===== config.mk =====
export PLATFORM = sky130hd
export DESIGN_NAME = unidad_control_multiciclo
export DESIGN_NICKNAME = d
export VERILOG_FILES = /design/src/rtl/rv32i_pkg.sv /design/src/rtl/unidad_control_multiciclo_deco_opcode.sv /design/src/rtl/unidad_control_multiciclo.sv
export SDC_FILE = /design/constraint.sdc
export NUM_CORES = 1
export LEC_CHECK = 0
export ABC_AREA = 1
export BUFFER_PORTS_ARGS = -buffer_cell sky130_fd_sc_hd__buf_2
export CAP_MARGIN = 40
export CORE_MARGIN = 4
export CORE_UTILIZATION = 39
export DETAILED_ROUTE_END_ITERATION = 6
export GPL_TIMING_DRIVEN = 0
export PLACE_DENSITY = 0.63
export RECOVER_POWER = 50
export SYNTH_ARGS = -nofsm -noshare
export SYNTH_HDL_FRONTEND = slang
export SYNTH_SLANG_ARGS = --single-unit

===== constraint.sdc =====
create_clock -name clk -period 1.5 [get_ports clk]
set_input_delay 0.15 -clock clk [delete_from_list [all_inputs] [get_ports clk]]
set_output_delay 0.15 -clock clk [all_outputs]
set_load 0.03 [all_outputs]

===== src/rtl/rv32i_pkg.sv =====
// Shared encodings for the RV32I multicycle control: opcodes, ALU mode, mux selects,
// control-FSM states and the opcode classes produced by deco_opcode.
package rv32i_pkg;

    localparam logic [6:0] OP_LOAD   = 7'd3;
    localparam logic [6:0] OP_STORE  = 7'd35;
    localparam logic [6:0] OP_IMM    = 7'd19;
    localparam logic [6:0] OP_R      = 7'd51;
    localparam logic [6:0] OP_BRANCH = 7'd99;
    localparam logic [6:0] OP_JAL    = 7'd111;
    localparam logic [6:0] OP_LUI    = 7'd55;

    localparam logic [1:0] MODO_SUMA    = 2'b00;
    localparam logic [1:0] MODO_OP_IMM  = 2'b01;
    localparam logic [1:0] MODO_OP      = 2'b10;
    localparam logic [1:0] MODO_RAMA    = 2'b11;

    localparam logic [1:0] SEL_A_PC     = 2'b00;
    localparam logic [1:0] SEL_A_PC_ANT = 2'b01;
    localparam logic [1:0] SEL_A_RS1    = 2'b10;
    localparam logic [1:0] SEL_A_CERO   = 2'b11;

    localparam logic [1:0] SEL_B_RS2    = 2'b00;
    localparam logic [1:0] SEL_B_IMM    = 2'b01;
    localparam logic [1:0] SEL_B_CUATRO = 2'b10;

    localparam logic [1:0] SEL_RES_ALU_REG = 2'b00;
    localparam logic [1:0] SEL_RES_MEM     = 2'b01;
    localparam logic [1:0] SEL_RES_ALU     = 2'b10;

    typedef enum logic [3:0] {
        ST_INICIO    = 4'd0,
        ST_FETCH     = 4'd1,
        ST_DECODE    = 4'd2,
        ST_MEM_ADDR  = 4'd3,
        ST_MEM_READ  = 4'd4,
        ST_MEM_WB    = 4'd5,
        ST_MEM_WRITE = 4'd6,
        ST_EXEC_R    = 4'd7,
        ST_EXEC_I    = 4'd8,
        ST_LUI       = 4'd9,
        ST_JAL       = 4'd10,
        ST_ALU_WB    = 4'd11,
        ST_BRANCH    = 4'd12,
        ST_TRAMPA    = 4'd13
    } estado_e;

    typedef enum logic [2:0] {
        CLASE_LOAD   = 3'd0,
        CLASE_STORE  = 3'd1,
        CLASE_R      = 3'd2,
        CLASE_I      = 3'd3,
        CLASE_BRANCH = 3'd4,
        CLASE_JAL    = 3'd5,
        CLASE_LUI    = 3'd6,
        CLASE_ILEGAL = 3'd7
    } clase_e;

endpackage


===== src/rtl/unidad_control_multiciclo_deco_opcode.sv =====
// Combinational opcode classifier feeding the control FSM's DECODE and MEM_ADDR branches.
module deco_opcode
    import rv32i_pkg::*;
(
    input  logic [6:0] opcode_i,
    output clase_e     clase_o,
    output logic       ilegal_o
);

    always_comb begin
        clase_o = CLASE_ILEGAL;
        unique case (opcode_i)
            OP_LOAD:   clase_o = CLASE_LOAD;
            OP_STORE:  clase_o = CLASE_STORE;
            OP_R:      clase_o = CLASE_R;
            OP_IMM:    clase_o = CLASE_I;
            OP_BRANCH: clase_o = CLASE_BRANCH;
            OP_JAL:    clase_o = CLASE_JAL;
            OP_LUI:    clase_o = CLASE_LUI;
            default:   clase_o = CLASE_ILEGAL;
        endcase
    end

    assign ilegal_o = (clase_o == CLASE_ILEGAL);

endmodule


===== src/rtl/unidad_control_multiciclo.sv =====
// RV32I multicycle main control FSM. Define UNIDAD_CONTROL_TRAMPA_EN to trap unknown
// opcodes in a sticky TRAMPA state with an excepcion output; otherwise they retire as NOPs.
module unidad_control_multiciclo
    import rv32i_pkg::*;
#(
    parameter int ANCHO_OP = 7
) (
    input  logic                clk,
    input  logic                nreset,
    input  logic [ANCHO_OP-1:0] opcode,
    input  logic                mem_listo,
    output logic                lee_mem,
    output logic                escr_mem,
    output logic                sel_dir,
    output logic                escr_ir,
    output logic                escr_pc,
    output logic                rama,
    output logic                escr_reg,
    output logic [1:0]          sel_a,
    output logic [1:0]          sel_b,
    output logic [1:0]          sel_res,
    output logic [1:0]          modo,
    output logic                instr_fin
`ifdef UNIDAD_CONTROL_TRAMPA_EN
    ,
    output logic                excepcion
`endif
);

    estado_e state_q, state_d;
    clase_e  clase;
    logic    ilegal;

    deco_opcode u_deco_opcode (
        .opcode_i (opcode),
        .clase_o  (clase),
        .ilegal_o (ilegal)
    );

    always_comb begin
        state_d = state_q;
        unique case (state_q)
            ST_INICIO:    state_d = ST_FETCH;
            ST_FETCH:     if (mem_listo) state_d = ST_DECODE;
            ST_DECODE: begin
                unique case (clase)
                    CLASE_LOAD, CLASE_STORE: state_d = ST_MEM_ADDR;
                    CLASE_R:                 state_d = ST_EXEC_R;
                    CLASE_I:                 state_d = ST_EXEC_I;
                    CLASE_BRANCH:            state_d = ST_BRANCH;
                    CLASE_JAL:               state_d = ST_JAL;
                    CLASE_LUI:               state_d = ST_LUI;
`ifdef UNIDAD_CONTROL_TRAMPA_EN
                    default:                 state_d = ST_TRAMPA;
`else
                    default:                 state_d = ST_FETCH;
`endif
                endcase
            end
            // The opcode is held in IR, so the class is still valid here.
            ST_MEM_ADDR:  state_d = (clase == CLASE_STORE) ? ST_MEM_WRITE : ST_MEM_READ;
            ST_MEM_READ:  if (mem_listo) state_d = ST_MEM_WB;
            ST_MEM_WB:    state_d = ST_FETCH;
            ST_MEM_WRITE: if (mem_listo) state_d = ST_FETCH;
            ST_EXEC_R, ST_EXEC_I, ST_LUI, ST_JAL: state_d = ST_ALU_WB;
            ST_ALU_WB, ST_BRANCH: state_d = ST_FETCH;
            ST_TRAMPA:    state_d = ST_TRAMPA;
            default:      state_d = ST_INICIO;
        endcase
    end

    always_ff @(posedge clk or negedge nreset) begin
        if (!nreset) begin
            state_q <= ST_INICIO;
        end else begin
            state_q <= state_d;
        end
    end

    // Moore decode; only the memory-handshake terms look at mem_listo.
    always_comb begin
        lee_mem   = 1'b0;
        escr_mem  = 1'b0;
        sel_dir   = 1'b0;
        escr_ir   = 1'b0;
        escr_pc   = 1'b0;
        rama      = 1'b0;
        escr_reg  = 1'b0;
        sel_a     = SEL_A_PC;
        sel_b     = SEL_B_RS2;
        sel_res   = SEL_RES_ALU_REG;
        modo      = MODO_SUMA;
        instr_fin = 1'b0;
`ifdef UNIDAD_CONTROL_TRAMPA_EN
        excepcion = 1'b0;
`endif
        unique case (state_q)
            ST_FETCH: begin
                lee_mem = 1'b1;
                sel_a   = SEL_A_PC;
                sel_b   = SEL_B_CUATRO;
                sel_res = SEL_RES_ALU;
                escr_ir = mem_listo;
                escr_pc = mem_listo;
            end
            ST_DECODE: begin
                sel_a = SEL_A_PC_ANT;
                sel_b = SEL_B_IMM;
`ifndef UNIDAD_CONTROL_TRAMPA_EN
                instr_fin = ilegal;
`endif
            end
            ST_MEM_ADDR: begin
                sel_a = SEL_A_RS1;
                sel_b = SEL_B_IMM;
            end
            ST_MEM_READ: begin
                sel_dir = 1'b1;
                lee_mem = 1'b1;
            end
            ST_MEM_WB: begin
                sel_res   = SEL_RES_MEM;
                escr_reg  = 1'b1;
                instr_fin = 1'b1;
            end
            ST_MEM_WRITE: begin
                sel_dir   = 1'b1;
                escr_mem  = 1'b1;
                instr_fin = mem_listo;
            end
            ST_EXEC_R: begin
                sel_a = SEL_A_RS1;
                sel_b = SEL_B_RS2;
                modo  = MODO_OP;
            end
            ST_EXEC_I: begin
                sel_a = SEL_A_RS1;
                sel_b = SEL_B_IMM;
                modo  = MODO_OP_IMM;
            end
            ST_LUI: begin
                sel_a = SEL_A_CERO;
                sel_b = SEL_B_IMM;
            end
            ST_JAL: begin
                sel_a   = SEL_A_PC_ANT;
                sel_b   = SEL_B_CUATRO;
                sel_res = SEL_RES_ALU_REG;
                escr_pc = 1'b1;
            end
            ST_ALU_WB: begin
                sel_res   = SEL_RES_ALU_REG;
                escr_reg  = 1'b1;
                instr_fin = 1'b1;
            end
            ST_BRANCH: begin
                sel_a     = SEL_A_RS1;
                sel_b     = SEL_B_RS2;
                modo      = MODO_RAMA;
                sel_res   = SEL_RES_ALU_REG;
                rama      = 1'b1;
                instr_fin = 1'b1;
            end
            ST_TRAMPA: begin
`ifdef UNIDAD_CONTROL_TRAMPA_EN
                excepcion = 1'b1;
`endif
            end
            default: ;
        endcase
    end

endmodule


==> results.yml <==
drt:
  drt_pass1_iterations: 4
  drc: 0
  wl_per_cell_microns: 10.8
  wirelength_microns: 1880
  antenna_left: 0
  vias: 844
  drtIter0Drc: 11
  viasPerCell: 4.85
cells_and_area:
  n_antenna_cell: 0
  multi_input_area_sq_um: 499
  regArea_sq_um: 104
  drive_gt1_share_pct: 46.2
  reg_top3: "state_q: 4 flops"
  regMostFlops: "state_q"
  synthToLayoutAreaGrowth_pct: 52.1
  num-fill-cells: 145
  largest_reg_flops: 4
  final_nets: 170
yosys:
  yosysUniqueCellTypes: 18
  syn_area_sq_um: 643
  async_flop_share_pct: 100
  synth_edf_count: 0
  ys_warn_count: 0
  synth.most_common_cell: "nand2_1"
  yosysTopAreaCell: "nand2_1"
  yosys-top-cells-area: "nand2_1, dfrtp_1, nor2_1, inv_1, nand3_1"
  synth_seq_cells: 4
  syn_avg_cell_area_sq_um: 5.36
  ys_seq_area_share_pct: 15.6
  syn_nets: 130
  yosys-top-cells-count: "nand2_1, nor2_1, inv_1, nand3_1, inv_2"
  ys.flop_type: "dfrtp_1"
  yosys.area.top_type_share_pct: 19.3
  syn_inst: 120
pwr:
  seq_power_share_pct: 11.6
  p_comb_share_pct: 82.0
  powerDensity_mw_per_mm2: 2080
  sw_frac_of_total_pct: 56.7
  ir_drop_uv: 1000
  clkPwrFrac_pct: 6.4
  p_leak_nw: 0.528
  p_int_uw: 881
  switchingPower_mw: 1.15
die:
  rows: 14
  die_h_microns: 48.6
  die-area_sq_mm: 0.00236
  ios: 26
  initial_core_util_pct: 42.2
  coreArea_sq_mm: 0.00152
  die_w_microns: 48.6
clock_tree:
  h-tree-depth: 1
  cts_tree: "yes"
  clock-sinks: 4
  numCtsBuffers: 3
  clockBufferDepth: 2
  worstSkewPairLatency_ns: 0.23
  path_clk_slew_ns: 0.04
  clockRootBuffer: "clkbuf_4"
timing:
  setup-tns-final_ns: -0.121
  rsz0062_at_grt: "true"
  fmax_mhz: 633
  worst_slew_pin_slew_ns: 0.218
  fin_skew_ns: 0.00469
  relSlewSlack_pct: 85.4
  hold_violations: 0
  min_period_over_period_pct: 105
  finalWorstSetupSlack_ns: -0.0809
  setup_viol: 3
  min_period_ns: 1.58
  finalMaxSlewViolations: 0
worst_setup_path:
  start_kind: "flop"
  critPathMostFrequentCell: "inv_2"
  end_kind: "output port"
  worstPathMaxFanout: 5
  critPathKind: "reg2out"
  critPathMaxStageDelay_ns: 0.43
  rr_endpoint: "state_q[0]"
  path_cells: "inv_2 > nor2_2 > inv_2 > nor2_4 > a21oi_2 > inv_2 > a21oi_2 > nand3_1 > buf_6"
  crit_required_ns: 1.35
  timing.reg2reg.worst_path_depth: 9
  reg2reg_from: "state_q[2]"
  reg2reg_setup_slack_ns: 0.05
  crit_path_top_delay_cell: "dfrtp_2"
  cp.arrival_ns: 1.43
global_route:
  grt_pass1_vias: 776
  grt_usage_pct: 15.6
  grt_max_degree: 6
  grt_antenna_before_repair: 0
  grt_pass1_wl_microns: 3110
  grt.overflow.total: 0
hold_path:
  min_from: "mem_listo"
  hold_path.class: "in2reg"
  holdPathEnd: "state_q[0]"
  min_path_cells: 4
place:
  place_ws_ns: 0.0293
  dp_hpwl_microns: 1440
  gp_congestion: 0.849
  portBuffers: 25
status:
  status: "finished with violations"
  violations: "negative setup slack"
flow_run:
  maxCapViolCount: 0
-- cell usage in the layout (no fill, tap or decap) --
| cell type | synthesis | routed |
|---|---|---|
| nand4_1 | 1 | 1 |
| o21ai_2 | 1 | 2 |
| buf_2 | 0 | 12 |
| o211ai_1 | 2 | 2 |
| nor2_1 | 21 | 15 |
| buf_4 | 0 | 14 |
| dfrtp_1 | 4 | 1 |
| o21ai_0 | 3 | 2 |
| o21ai_1 | 3 | 3 |
| or2_0 | 1 | 1 |
| a21oi_2 | 0 | 3 |
| dlygate4sd3_1 | 0 | 1 |
| nand2_2 | 1 | 2 |
| nand3_2 | 3 | 3 |
| nor2_4 | 3 | 5 |
| nand3b_1 | 2 | 2 |
| inv_1 | 15 | 14 |
| a21oi_1 | 4 | 1 |
| inv_2 | 8 | 9 |
| buf_6 | 0 | 4 |
| dfrtp_2 | 0 | 3 |
| nand2_1 | 33 | 32 |
| clkbuf_1 | 0 | 1 |
| nand3_1 | 9 | 9 |
| clkbuf_4 | 0 | 6 |
| nor2_2 | 6 | 10 |
-- power groups by stage --
stage	clock, mW	combinational, mW	sequential, mW
finish	0.131	1.67	0.236
detailed placement	0	1.32	0.225
global placement	0	1.30	0.225
global route	0.144	1.80	0.242
floorplan	0	1.02	0.213
CTS	0.135	1.56	0.234
-- kinds of logic (layout without fill, tap and decap cells) --
family / Yosys count / after routing / share of synthesized area, %
compound gates: 13 / 13 / 11.5
buf+inv: 23 / 61 / 13.4
flops: 4 / 4 / 15.6
simple gates: 80 / 80 / 59.5
-- worst max-delay path by stage --
stage                from         to  slack [ns]  cells after the start
2_1_floorplan  state_q[2]  instr_fin       -0.10                      8
3_3_place_gp   state_q[2]  instr_fin        0.04                      6
3_5_place_dp   state_q[2]  instr_fin        0.03                      6
4_1_cts        state_q[2]  instr_fin       -0.09                      9
5_1_grt        state_q[2]  instr_fin       -0.16                      9
6_report       state_q[2]  instr_fin       -0.08                      9
-- stage by stage --
stage                     total power, mW  hold WS [ns]  std cells  instance area (sq um)  utilization [%]
after floorplan                      1.23        -0.146        120                    662                -
after global placement               1.53       -0.0419        161                    807             53.0
after detailed placement             1.54       -0.0417        161                    807             53.0
after CTS                            1.93         0.254        171                    938             61.6
after global routing                 2.18         0.319        174                    978             64.2
final                                2.04         0.290        174                    978             64.2
-- cell type report --
| type | instances | area share, % |
|---|---|---|
| clock buffer | 3 | 2.30 |
| multi-input combinational | 93 | 51.0 |
| timing repair buffer | 35 | 25.2 |
| inverter | 23 | 8.82 |
| tap | 16 | 2.05 |
| sequential | 4 | 10.6 |
-- per-layer routing --
layer  part of all wire (%)  vias up  wire length (microns)  track usage (%)
li1                       -      450                      -                -
met1                     46      369                    869             19.7
met2                     49       21                    917             25.9
met3                    3.6        4                     67             3.07
met4                    1.4        0                     27             5.38
met5                      0        -                      0                0
-- critical path, delay by kind of cell, from the launching register on --
family	cells	cell delay, ns
DFF	1	0.43
AOI/OAI and AO/OA	2	0.21
and+or+nand+nor	3	0.19
buffers and inverters	4	0.37
-- timing repair --
| action | in CTS | in global routing |
|---|---|---|
| gates resized for setup | 19 | 8 |
| endpoints found under the hold margin | 4 | 0 |
| hold buffers | 1 | 0 |
| endpoints found under the setup margin | 8 | 14 |
| setup buffers | 6 | 3 |
| pin swaps | 5 | 2 |
No activity file was read; power rests on OpenSTA's default activity.
